[src/rtl/fetch_sequencer_pkg.sv]
`default_nettype none
// ============================================================================
// Module      : fetch_sequencer_pkg
// Description : Shared types and constants for the fetch sequencer slice:
//               state encoding, bubble instruction, reset PC and helpers.
// Revision    : 1.0 - initial release
// ============================================================================
package fetch_sequencer_pkg;

    localparam int XLEN = 32;

    localparam logic [XLEN-1:0] DEF_RESET_PC  = 32'h0000_0000;
    localparam logic [XLEN-1:0] DEF_NOP_INSTR = 32'h0000_0013;   // addi x0,x0,0

    // Fetch controller state encoding
    typedef logic [1:0] fetch_state_t;
    localparam fetch_state_t ST_BOOT  = 2'd0;
    localparam fetch_state_t ST_FETCH = 2'd1;
    localparam fetch_state_t ST_WAIT  = 2'd2;
    localparam fetch_state_t ST_HOLD  = 2'd3;

    // Instruction addresses are word aligned; low bits of a target are dropped
    function automatic logic [XLEN-1:0] word_align(input logic [XLEN-1:0] addr);
        return {addr[XLEN-1:2], 2'b00};
    endfunction

endpackage
`default_nettype wire

[src/rtl/fetch_sequencer_load_use.sv]
`default_nettype none
// ============================================================================
// Module      : load_use_detect
// Description : Combinational load-use hazard compare between the ID-stage
//               source registers and the destination of a load in EX.
//               Shared with the decode stage.
// Revision    : 1.0 - initial release
// ============================================================================
module load_use_detect
    import fetch_sequencer_pkg::*;
(
    input  logic [4:0] i_rs1,
    input  logic [4:0] i_rs2,
    input  logic [4:0] i_rd,
    input  logic       i_mem_read,
    output logic       o_hazard
);

    // x0 is never a real producer, so a load targeting it cannot cause a stall
    assign o_hazard = i_mem_read && (i_rd != 5'd0) && ((i_rd == i_rs1) || (i_rd == i_rs2));

endmodule
`default_nettype wire

[src/rtl/fetch_sequencer.sv]
`default_nettype none
// ============================================================================
// Module      : fetch_sequencer
// Description : Fetch-side controller. Owns the PC, issues single-outstanding
//               instruction memory requests and drives the IF/ID register
//               inputs, stalling by holding its outputs and bubbling with NOP.
// Revision    : 1.0 - initial release
// ============================================================================
module fetch_sequencer
    import fetch_sequencer_pkg::*;
#(
    parameter logic [31:0] RESET_PC    = DEF_RESET_PC,
    parameter logic [31:0] NOP_INSTR   = DEF_NOP_INSTR,
    parameter int          STALL_CNT_W = 16
)(
    input  logic                   clk,
    input  logic                   rst_n,
    output logic                   imem_req,
    output logic [31:0]            imem_addr,
    input  logic                   imem_rvalid,
    input  logic [31:0]            imem_rdata,
    input  logic [4:0]             id_rs1,
    input  logic [4:0]             id_rs2,
    input  logic [4:0]             ex_rd,
    input  logic                   ex_mem_read,
    input  logic                   ex_redirect,
    input  logic [31:0]            ex_target,
    output logic [31:0]            fetch_instr,
    output logic [31:0]            fetch_pc,
    output logic                   fetch_valid,
    output logic [STALL_CNT_W-1:0] stall_count
);

    localparam logic [STALL_CNT_W-1:0] C_STALL_ONE = {{(STALL_CNT_W-1){1'b0}}, 1'b1};

    fetch_state_t           r_state;
    logic [31:0]            r_pc;
    logic                   r_drop;
    logic [31:0]            r_hold_instr;
    logic [31:0]            r_hold_pc;
    logic                   r_imem_req;
    logic [31:0]            r_imem_addr;
    logic [31:0]            r_fetch_instr;
    logic [31:0]            r_fetch_pc;
    logic                   r_fetch_valid;
    logic [STALL_CNT_W-1:0] r_stall_count;

    logic                   w_hazard;
    fetch_state_t           w_state_nxt;
    logic [31:0]            w_pc_nxt;
    logic                   w_drop_nxt;
    logic                   w_hold_load;
    logic                   w_hold_clear;
    logic                   w_emit;
    logic [31:0]            w_emit_instr;
    logic [31:0]            w_emit_pc;

    load_use_detect u_load_use (
        .i_rs1      (id_rs1),
        .i_rs2      (id_rs2),
        .i_rd       (ex_rd),
        .i_mem_read (ex_mem_read),
        .o_hazard   (w_hazard)
    );

    // Next-state / PC decision; a redirect overrides every other event
    always_comb begin
        w_state_nxt  = r_state;
        w_pc_nxt     = r_pc;
        w_drop_nxt   = r_drop;
        w_hold_load  = 1'b0;
        w_hold_clear = 1'b0;
        w_emit       = 1'b0;
        w_emit_instr = r_hold_instr;
        w_emit_pc    = r_hold_pc;
        if (ex_redirect) begin
            w_pc_nxt     = word_align(ex_target);
            w_hold_clear = 1'b1;
            case (r_state)
                ST_FETCH: begin
                    // request goes out this cycle; its response must be thrown away
                    w_state_nxt = ST_WAIT;
                    w_drop_nxt  = 1'b1;
                end
                ST_WAIT: begin
                    if (imem_rvalid) begin
                        w_state_nxt = ST_FETCH;
                        w_drop_nxt  = 1'b0;
                    end else begin
                        w_drop_nxt  = 1'b1;
                    end
                end
                default: w_state_nxt = ST_FETCH;
            endcase
        end else begin
            case (r_state)
                ST_BOOT:  w_state_nxt = ST_FETCH;
                ST_FETCH: w_state_nxt = ST_WAIT;
                ST_WAIT: begin
                    if (imem_rvalid) begin
                        if (r_drop) begin
                            w_drop_nxt  = 1'b0;
                            w_state_nxt = ST_FETCH;
                        end else if (w_hazard) begin
                            w_hold_load = 1'b1;
                            w_state_nxt = ST_HOLD;
                        end else begin
                            w_emit       = 1'b1;
                            w_emit_instr = imem_rdata;
                            w_emit_pc    = r_pc;
                            w_pc_nxt     = r_pc + 32'd4;
                            w_state_nxt  = ST_FETCH;
                        end
                    end
                end
                ST_HOLD: begin
                    if (!w_hazard) begin
                        w_emit      = 1'b1;
                        w_pc_nxt    = r_pc + 32'd4;
                        w_state_nxt = ST_FETCH;
                    end
                end
                default: w_state_nxt = ST_BOOT;
            endcase
        end
    end

    // Controller state, PC, drop flag and the load-use hold buffer
    always_ff @(posedge clk or negedge rst_n) begin
        if (!rst_n) begin
            r_state      <= ST_BOOT;
            r_pc         <= RESET_PC;
            r_drop       <= 1'b0;
            r_hold_instr <= 32'd0;
            r_hold_pc    <= 32'd0;
        end else begin
            r_state <= w_state_nxt;
            r_pc    <= w_pc_nxt;
            r_drop  <= w_drop_nxt;
            if (w_hold_clear) begin
                r_hold_instr <= 32'd0;
                r_hold_pc    <= 32'd0;
            end else if (w_hold_load) begin
                r_hold_instr <= imem_rdata;
                r_hold_pc    <= r_pc;
            end
        end
    end

    // Request pulse is raised on entry to FETCH so it is visible for that whole state
    always_ff @(posedge clk or negedge rst_n) begin
        if (!rst_n) begin
            r_imem_req  <= 1'b0;
            r_imem_addr <= RESET_PC;
        end else begin
            r_imem_req <= (w_state_nxt == ST_FETCH);
            if (w_state_nxt == ST_FETCH) begin
                r_imem_addr <= w_pc_nxt;
            end
        end
    end

    // IF/ID drive: redirect bubbles, hazard freezes, otherwise emit or bubble
    always_ff @(posedge clk or negedge rst_n) begin
        if (!rst_n) begin
            r_fetch_instr <= NOP_INSTR;
            r_fetch_pc    <= RESET_PC;
            r_fetch_valid <= 1'b0;
        end else if (ex_redirect) begin
            r_fetch_instr <= NOP_INSTR;
            r_fetch_valid <= 1'b0;
        end else if (w_hazard) begin
            // hold everything so the IF/ID register re-latches the same word
        end else if (w_emit) begin
            r_fetch_instr <= w_emit_instr;
            r_fetch_pc    <= w_emit_pc;
            r_fetch_valid <= 1'b1;
        end else begin
            r_fetch_instr <= NOP_INSTR;
            r_fetch_valid <= 1'b0;
        end
    end

    // Saturating count of cycles lost to load-use stalls
    always_ff @(posedge clk or negedge rst_n) begin
        if (!rst_n) begin
            r_stall_count <= '0;
        end else if (w_hazard && !ex_redirect && (r_stall_count != '1)) begin
            r_stall_count <= r_stall_count + C_STALL_ONE;
        end
    end

    assign imem_req    = r_imem_req;
    assign imem_addr   = r_imem_addr;
    assign fetch_instr = r_fetch_instr;
    assign fetch_pc    = r_fetch_pc;
    assign fetch_valid = r_fetch_valid;
    assign stall_count = r_stall_count;

endmodule
`default_nettype wire

[config.mk]
export PLATFORM = sky130hd
export DESIGN_NAME = fetch_sequencer
export DESIGN_NICKNAME = d
export VERILOG_FILES = /design/src/rtl/fetch_sequencer_pkg.sv /design/src/rtl/fetch_sequencer_load_use.sv /design/src/rtl/fetch_sequencer.sv
export SDC_FILE = /design/constraint.sdc
export NUM_CORES = 1
export LEC_CHECK = 0
export ABC_CLOCK_PERIOD_IN_PS = 2800
export CORE_MARGIN = 4
export CORE_UTILIZATION = 30
export DETAILED_ROUTE_END_ITERATION = 7
export PLACE_DENSITY = 0.52
export SYNTH_ARGS = -nofsm -noshare
export SYNTH_HDL_FRONTEND = slang
export SYNTH_SLANG_ARGS = --single-unit
[constraint.sdc]
create_clock -name clk -period 2.8 [get_ports clk]
set_clock_uncertainty 0.1 [all_clocks]
set_input_delay 0.42 -clock clk [delete_from_list [all_inputs] [get_ports clk]]
set_output_delay 0.42 -clock clk [all_outputs]
set_load 0.01 [all_outputs]
==> flow_summary.ini, run 1 <==
[critical_path]
path_cells = inv_1 -> ha_1 -> and3b_1 -> o21ai_0 -> or3_1 -> and4b_1 -> a221o_1 -> mux2_2
setup.worst_path.start_class = flip-flop
cp.arrival_ns = 2.90
required_ns = 3.10
crit_buf_inv = 1
critical_path_class = flip-flop to flip-flop
worst-path-max-fanout = 6
slowest_delay_ns = 0.43
cpMaxStageDelayCell = dfrtp_1
crit_family = simple AND/OR/NAND/NOR gates
end_kind = flip-flop

[die]
die_y_um = 193
core_um2 = 33500
initial_utilization = 0.305
rows = 67
boundaryPins = 198
die_x_um = 193
dieArea_um2 = 37100

[synthesis]
synth_edf_count = 0
yosys.cell_types.count = 72
ys_seq_elements = 213
syn_area_um2 = 10200
yosys-top-cells-area = dfrtp_1 51%, nand2_1 9.6%, mux2i_1 3.8%, a21oi_1 3.0%, a31oi_1 2.8%
yosys.area.top_type_share = 0.514
syn_inst = 1085
synth_fp_nets = 1175
synth-seq-area-share = 0.522
postSynthAreaPerCell_um2 = 9.42
ys.flop_type = dfrtp_1
ys_async_sr_fraction = 1.00
yosysWarningCount = 0
synth_top_area_cell = dfrtp_1

[cells_and_area]
area_growth_pct = 39.2
drive_gt1_frac = 0.132
multi_input_area_um2 = 4560
diodes = 0
seq_area_um2 = 5330
fin_nets = 1424
final_util = 0.424
filler_cell_count = 3376

[cts]
cts_buffers = 26
clock-sinks = 213
path_clk_slew_ns = 0.06
cts_buffer_depth = 3
insertion_delay_ns = 0.52
htreeDepth = 1
cts_root_buf = clkbuf_16
cts_tree = done

[sta]
tightestPinTransition_ns = 0.641
rsz0062_at_grt = false
tns_ns = 0
slew_headroom = 0.572
worst_slack_ns = 0.200
finalSetupViolCount = 0
finalMaxSlewViolations = 0
timing.final.crit_share = 0.929
min_period_ns = 2.60
hold_viol = 0
fmax_mhz = 385

[global_route]
grt_max_degree = 73
grt-ovfl-total = 0
grt_pass1_wl_um = 52700
antenna_found_initial = 0
grt_pass1_vias = 9119
grt_util_all_layers = 0.180

[placed_design]
port_buffers = 195
gp_congestion = 0.916
hpwlAfterDp_um = 23900
pre_cts_slack_ns = -0.208

[power]
vdd_drop_max_v = 0.000451
fin_total_pwr_uw = 11400
power.leakage_uw = 0.00599
p_per_area_nw_per_um2 = 800

[routing]
vias_per_cell = 5.02
vias = 9037
drcViolationCount = 0
wire_per_inst_um = 18.7
drtAntennaViolNets = 0
drt_pass1_iterations = 7
wl_um = 33600
drtIter0Drc = 469

[status]
outcome = finished clean

[flow_run]
max_cap_viol_count = 0

[worst_hold_path]
hold_class = input pin to flip-flop
[synthesized netlist by cell type, types with 4 or more instances]
master,number
o2111ai_1,5
clkbuf_1,49
nor4_1,6
dfrtp_1,210
and4_1,5
nor3_1,14
o21bai_1,6
a211oi_1,4
a31oi_1,46
or2_2,4
or3_1,9
nand2_1,260
o211ai_1,8
a221oi_1,4
nor2_1,67
and3_1,13
nand3_1,25
buf_2,17
nor2b_1,8
and2_1,10
o31ai_1,5
a2111oi_0,4
buf_1,4
inv_1,11
xnor2_1,23
nand2b_1,4
a22o_1,13
a21oi_1,62
mux2i_1,39
xor2_1,8
o21ai_0,53
a41oi_1,5
nand4_1,14
mux2_2,13
ha_1,6
[layout by cell type, fill, tap and decap left out, types with 11 or more instances in the layout]
cell,netlist,layout
mux2i_1,39,39
and3_1,13,13
xnor2_1,23,23
inv_1,11,11
clkdlybuf4s50_1,0,193
dfrtp_1,210,210
a31oi_1,46,46
o21ai_0,53,52
nand4_1,14,14
a21oi_1,62,61
buf_12,0,14
nand3_1,25,24
nor3_1,14,13
nand2_1,260,260
nor2_1,67,66
a22o_1,13,13
mux2_2,13,13
buf_4,3,86
clkbuf_16,0,27
[metrics by stage]
stage / hold slack, ns / std cells / area [µm²]
4_1_cts: 0.249 / 1797 / 14200
2_1_floorplan: 0.0244 / 1085 / 10200
5_1_grt: 0.277 / 1800 / 14200
3_5_place_dp: 0.342 / 1750 / 13300
3_3_place_gp: 0.340 / 1750 / 13300
6_report: 0.274 / 1800 / 14200
[final timing paths]
| path | from | endpoint | slack (ns) | cells after the start |
|---|---|---|---|---|
| min in group asynchronous | rst_n | fetch_pc[22] | 0.38 | 2 |
| max in group asynchronous | rst_n | fetch_instr[4] | 1.47 | 3 |
| worst min register to register | fetch_instr[23] | fetch_instr[23] | 0.38 | 2 |
| worst max-delay path | r_state[0] | imem_addr[16] | 0.20 | 8 |
| worst min-delay path | ex_redirect | r_drop | 0.27 | 4 |
| worst max register to register | r_state[0] | imem_addr[16] | 0.20 | 8 |
[repair_timing]
item,4_1_cts,5_1_grt
gates resized for setup,0,2
setup buffers,0,3
endpoints found under the setup margin,0,3
endpoints found under the hold margin,68,0
hold buffers,1,0
[metal layers]
metal	GRT usage	vias up	routed length, µm
li1	-	4328	-
met1	0.246	4398	15100
met2	0.291	260	15400
met3	0.0441	51	2350
met4	0.0368	0	765
met5	0	-	0
[flip-flops by register name (all words and copies together), names as in the netlist, 2 cells and up]
register	flops
fetch_pc	32
r_hold_instr	32
r_pc	32
r_hold_pc	32
fetch_instr	32
stall_count	16
imem_addr	32
r_state	2
[worst register-to-register path: cells and delay by family (launching register included)]
family / cells / cell delay [ns]
AND/OR/NAND/NOR: 3 / 0.69
flip-flops: 1 / 0.43
AO/OA/AOI/OAI: 2 / 0.62
multiplexers: 1 / 0.28
adder cells (fa/ha/maj): 1 / 0.27
buffers and inverters: 1 / 0.09
[cells by family after synthesis]
family	Yosys count	synth area share
flip-flops	213	0.522
adder cells (fa/ha/maj)	6	0.00735
buffers and inverters	86	0.0349
multiplexers	53	0.0540
XOR/XNOR	31	0.0266
AND/OR/NAND/NOR	452	0.198
AO/OA/AOI/OAI	244	0.157
[report_power, final]
part / switching [µW] / leakage, µW / total (µW) / internal [µW]
Combinational: 1880 / 0.00281 / 3910 / 2030
Clock: 1290 / 0.000417 / 3260 / 1960
Sequential: 501 / 0.00276 / 4210 / 3710
Total: 3670 / 0.00599 / 11400 / 7710
[layout make-up]
type | count | area share
tap | 448 | 0.0394
inverter | 12 | 0.00317
clock inverter | 5 | 0.00202
clock buffer | 41 | 0.0568
multi-input combinational | 786 | 0.321
sequential | 213 | 0.375
timing repair buffer | 295 | 0.203
Note: power is estimated with default switching activity, not from simulation.
==> run 2: changes to the inputs <==
--- a/config.mk
+++ b/config.mk
@@ -9,6 +9,7 @@
 export CORE_MARGIN = 4
 export CORE_UTILIZATION = 30
 export DETAILED_ROUTE_END_ITERATION = 7
+export GPL_ROUTABILITY_DRIVEN = 0
 export PLACE_DENSITY = 0.52
 export SYNTH_ARGS = -nofsm -noshare
 export SYNTH_HDL_FRONTEND = slang
==> results of run 2 <==
The final DEF is identical to that of run 1; final timing and power are the same.
==> run 3: changes to the inputs <==
--- a/config.mk
+++ b/config.mk
@@ -5,9 +5,10 @@
 export SDC_FILE = /design/constraint.sdc
 export NUM_CORES = 1
 export LEC_CHECK = 0
-export ABC_CLOCK_PERIOD_IN_PS = 2800
+export ABC_CLOCK_PERIOD_IN_PS = 2700
 export CORE_MARGIN = 4
 export CORE_UTILIZATION = 30
+export CTS_CLUSTER_DIAMETER = 30
 export DETAILED_ROUTE_END_ITERATION = 7
 export GPL_ROUTABILITY_DRIVEN = 0
 export PLACE_DENSITY = 0.52
==> constraint.sdc (replaced) <==
create_clock -name clk -period 2.7 [get_ports clk]
set_clock_uncertainty 0.1 [all_clocks]
set_input_delay 0.405 -clock clk [delete_from_list [all_inputs] [get_ports clk]]
set_output_delay 0.405 -clock clk [all_outputs]
set_load 0.01 [all_outputs]
==> run 3 against run 2 <==
Effect of this change:
- worst setup slack worse by 0.051 ns
- total power is 34% higher
- final area is 8.9% higher
- first-iteration DRC count is 25% higher
- sequential share of layout area is 3.1 points lower
- non-clock buffer count is 9 higher
- count of clock-buffer cells in the layout is 32 higher
- sequential cell count stayed put
==> flow_summary.ini, run 3 (synthesis results as in run 1) <==
[global_route]
grt-ovfl-total = 0
grt_pass1_wl_um = 53800
grt_max_degree = 70
gr-max-usage-layer = met2
grt_pass1_vias = 9431
antenna_found_initial = 1
grtUsageMet1 = 0.246
grtUsageMet3 = 0.0521
grt_util_all_layers = 0.184
grtUsageMet2 = 0.293

[cells_and_area]
fin_nets = 1463
drive_gt1_frac = 0.170
diodes = 0
layout_commonest_cell = nand2_1
final_cell_mix = 260 x nand2_1, 209 x dfrtp_1, 193 x clkdlybuf4s50_1, 89 x buf_4, 66 x nor2_1
area_growth_pct = 51.6
final_util = 0.462

[die]
dieArea_um2 = 37100
initial_utilization = 0.305
die_y_um = 193
core_um2 = 33500
rows = 67
die_x_um = 193
boundaryPins = 198

[cts]
insertion_delay_ns = 0.56
cts_buffers = 56
cts_buffer_depth = 3
cts_root_buf = clkbuf_16
path_clk_slew_ns = 0.04
htreeDepth = 2
clock-sinks = 213
cts_tree = done

[critical_path]
path_cells = ha_1 -> nand3_1 -> buf_4 -> a211oi_1 -> and2b_1 -> o31ai_1 -> a221o_1 -> mux2_2
slowest_delay_ns = 0.53
required_ns = 3.05
end_kind = flip-flop
worst-path-max-fanout = 9
cp.arrival_ns = 2.90
critical_path_class = flip-flop to flip-flop
crit_buf_inv = 1
cpMaxStageDelayCell = dfrtp_1
crit_family = compound AO/OA/AOI/OAI gates
setup.worst_path.start_class = flip-flop

[worst_hold_path]
hold_class = input pin to flip-flop

[routing]
vias = 9246
drt_pass1_iterations = 5
wire_per_inst_um = 18.4
drtIter0Drc = 588
wl_um = 34200
drtAntennaViolNets = 0
drcViolationCount = 0
vias_per_cell = 4.97

[sta]
slew_headroom = 0.618
hold_viol = 0
worst_slack_ns = 0.148
timing.final.crit_share = 0.945
fmax_mhz = 392
rsz0062_at_grt = false
finalSetupViolCount = 0
tightestPinTransition_ns = 0.573
min_period_ns = 2.55
finalMaxSlewViolations = 0

[flow_run]
max_cap_viol_count = 0

[power]
power.leakage_uw = 0.00660
power_switching_uw = 4510
vdd_drop_max_v = 0.000514
seq_power_share = 0.286
p_clk_frac = 0.446
intPower_uw = 10800
p_sw_frac = 0.295
p_comb_frac = 0.268
p_per_area_nw_per_um2 = 988

[status]
outcome = finished clean

[placed_design]
port_buffers = 195
hpwlAfterDp_um = 24500
pre_cts_slack_ns = -0.156
==> run 3: cell types whose count changed in the layout (fill, tap and decap cells not counted), sizes merged <==
cell      previous run  this run
clkinvlp             0         1
clkinv               6        16
buf                101       110
inv                 11        13
clkbuf              41        73
bufinv               0         8
==> run 3: cell type report <==
cell class	count	area (µm²)
Fill cell	3246	18000
Sequential cell	213	5340
Multi-Input combinational cell	786	4560
Timing Repair Buffer	304	3030
Clock buffer	73	1570
Tap cell	448	561
Clock inverter	26	399
Inverter	12	45.0
==> run 3: final timing paths <==
path                                 startpoint              end  slack, ns  depth (start not counted)
max in group asynchronous                 rst_n   stall_count[0]       1.44                          3
min in group asynchronous                 rst_n     fetch_pc[22]       0.32                          2
worst min register to register  fetch_instr[23]  fetch_instr[23]       0.38                          2
worst min-delay path                ex_redirect           r_drop       0.22                          4
worst max register to register          r_pc[2]    imem_addr[16]       0.15                          8
worst max-delay path                    r_pc[2]    imem_addr[16]       0.15                          8
==> run 3: tightest hold or removal path, delay by kind of cell <==
| kind | cells | cell delay (ns) |
|---|---|---|
| and+or+nand+nor | 2 | 0.23 |
| buffers and inverters | 1 | 0.15 |
| AOI/OAI and AO/OA | 1 | 0.05 |
==> run 3: metal layers <==
metal,vias to the layer above,routed length (µm)
met5,-,20
met4,2,767
met3,60,2630
met2,297,15900
met1,4471,14900
li1,4416,-
==> run 3: through the flow <==
stage	TNS (ns)	cells	power (µW)	hold slack, ns	area, µm²
floorplan	0	1085	6160	0.00941	10200
global placement	-4.50	1758	8530	0.319	13500
detailed placement	-6.17	1758	8550	0.318	13500
CTS	0	1858	15500	0.192	15500
global route	0	1862	16100	0.221	15500
finish	0	1862	15300	0.215	15500
==> run 3: timing repair <==
item                                    in CTS  in global routing
buffers inserted                             0                  4
resized for setup                            0                  4
hold buffers                                 1                  0
endpoints found under the setup margin       0                 10
hold endpoints to repair                    64                  0
==> run 3: power by group through the flow <==
stage	clock (µW)	combinational, µW	sequential, µW
3_3_place_gp	0	4110	4420
2_1_floorplan	0	1650	4510
5_1_grt	7140	4500	4470
3_5_place_dp	0	4130	4430
6_report	6820	4100	4380
4_1_cts	6930	4150	4390
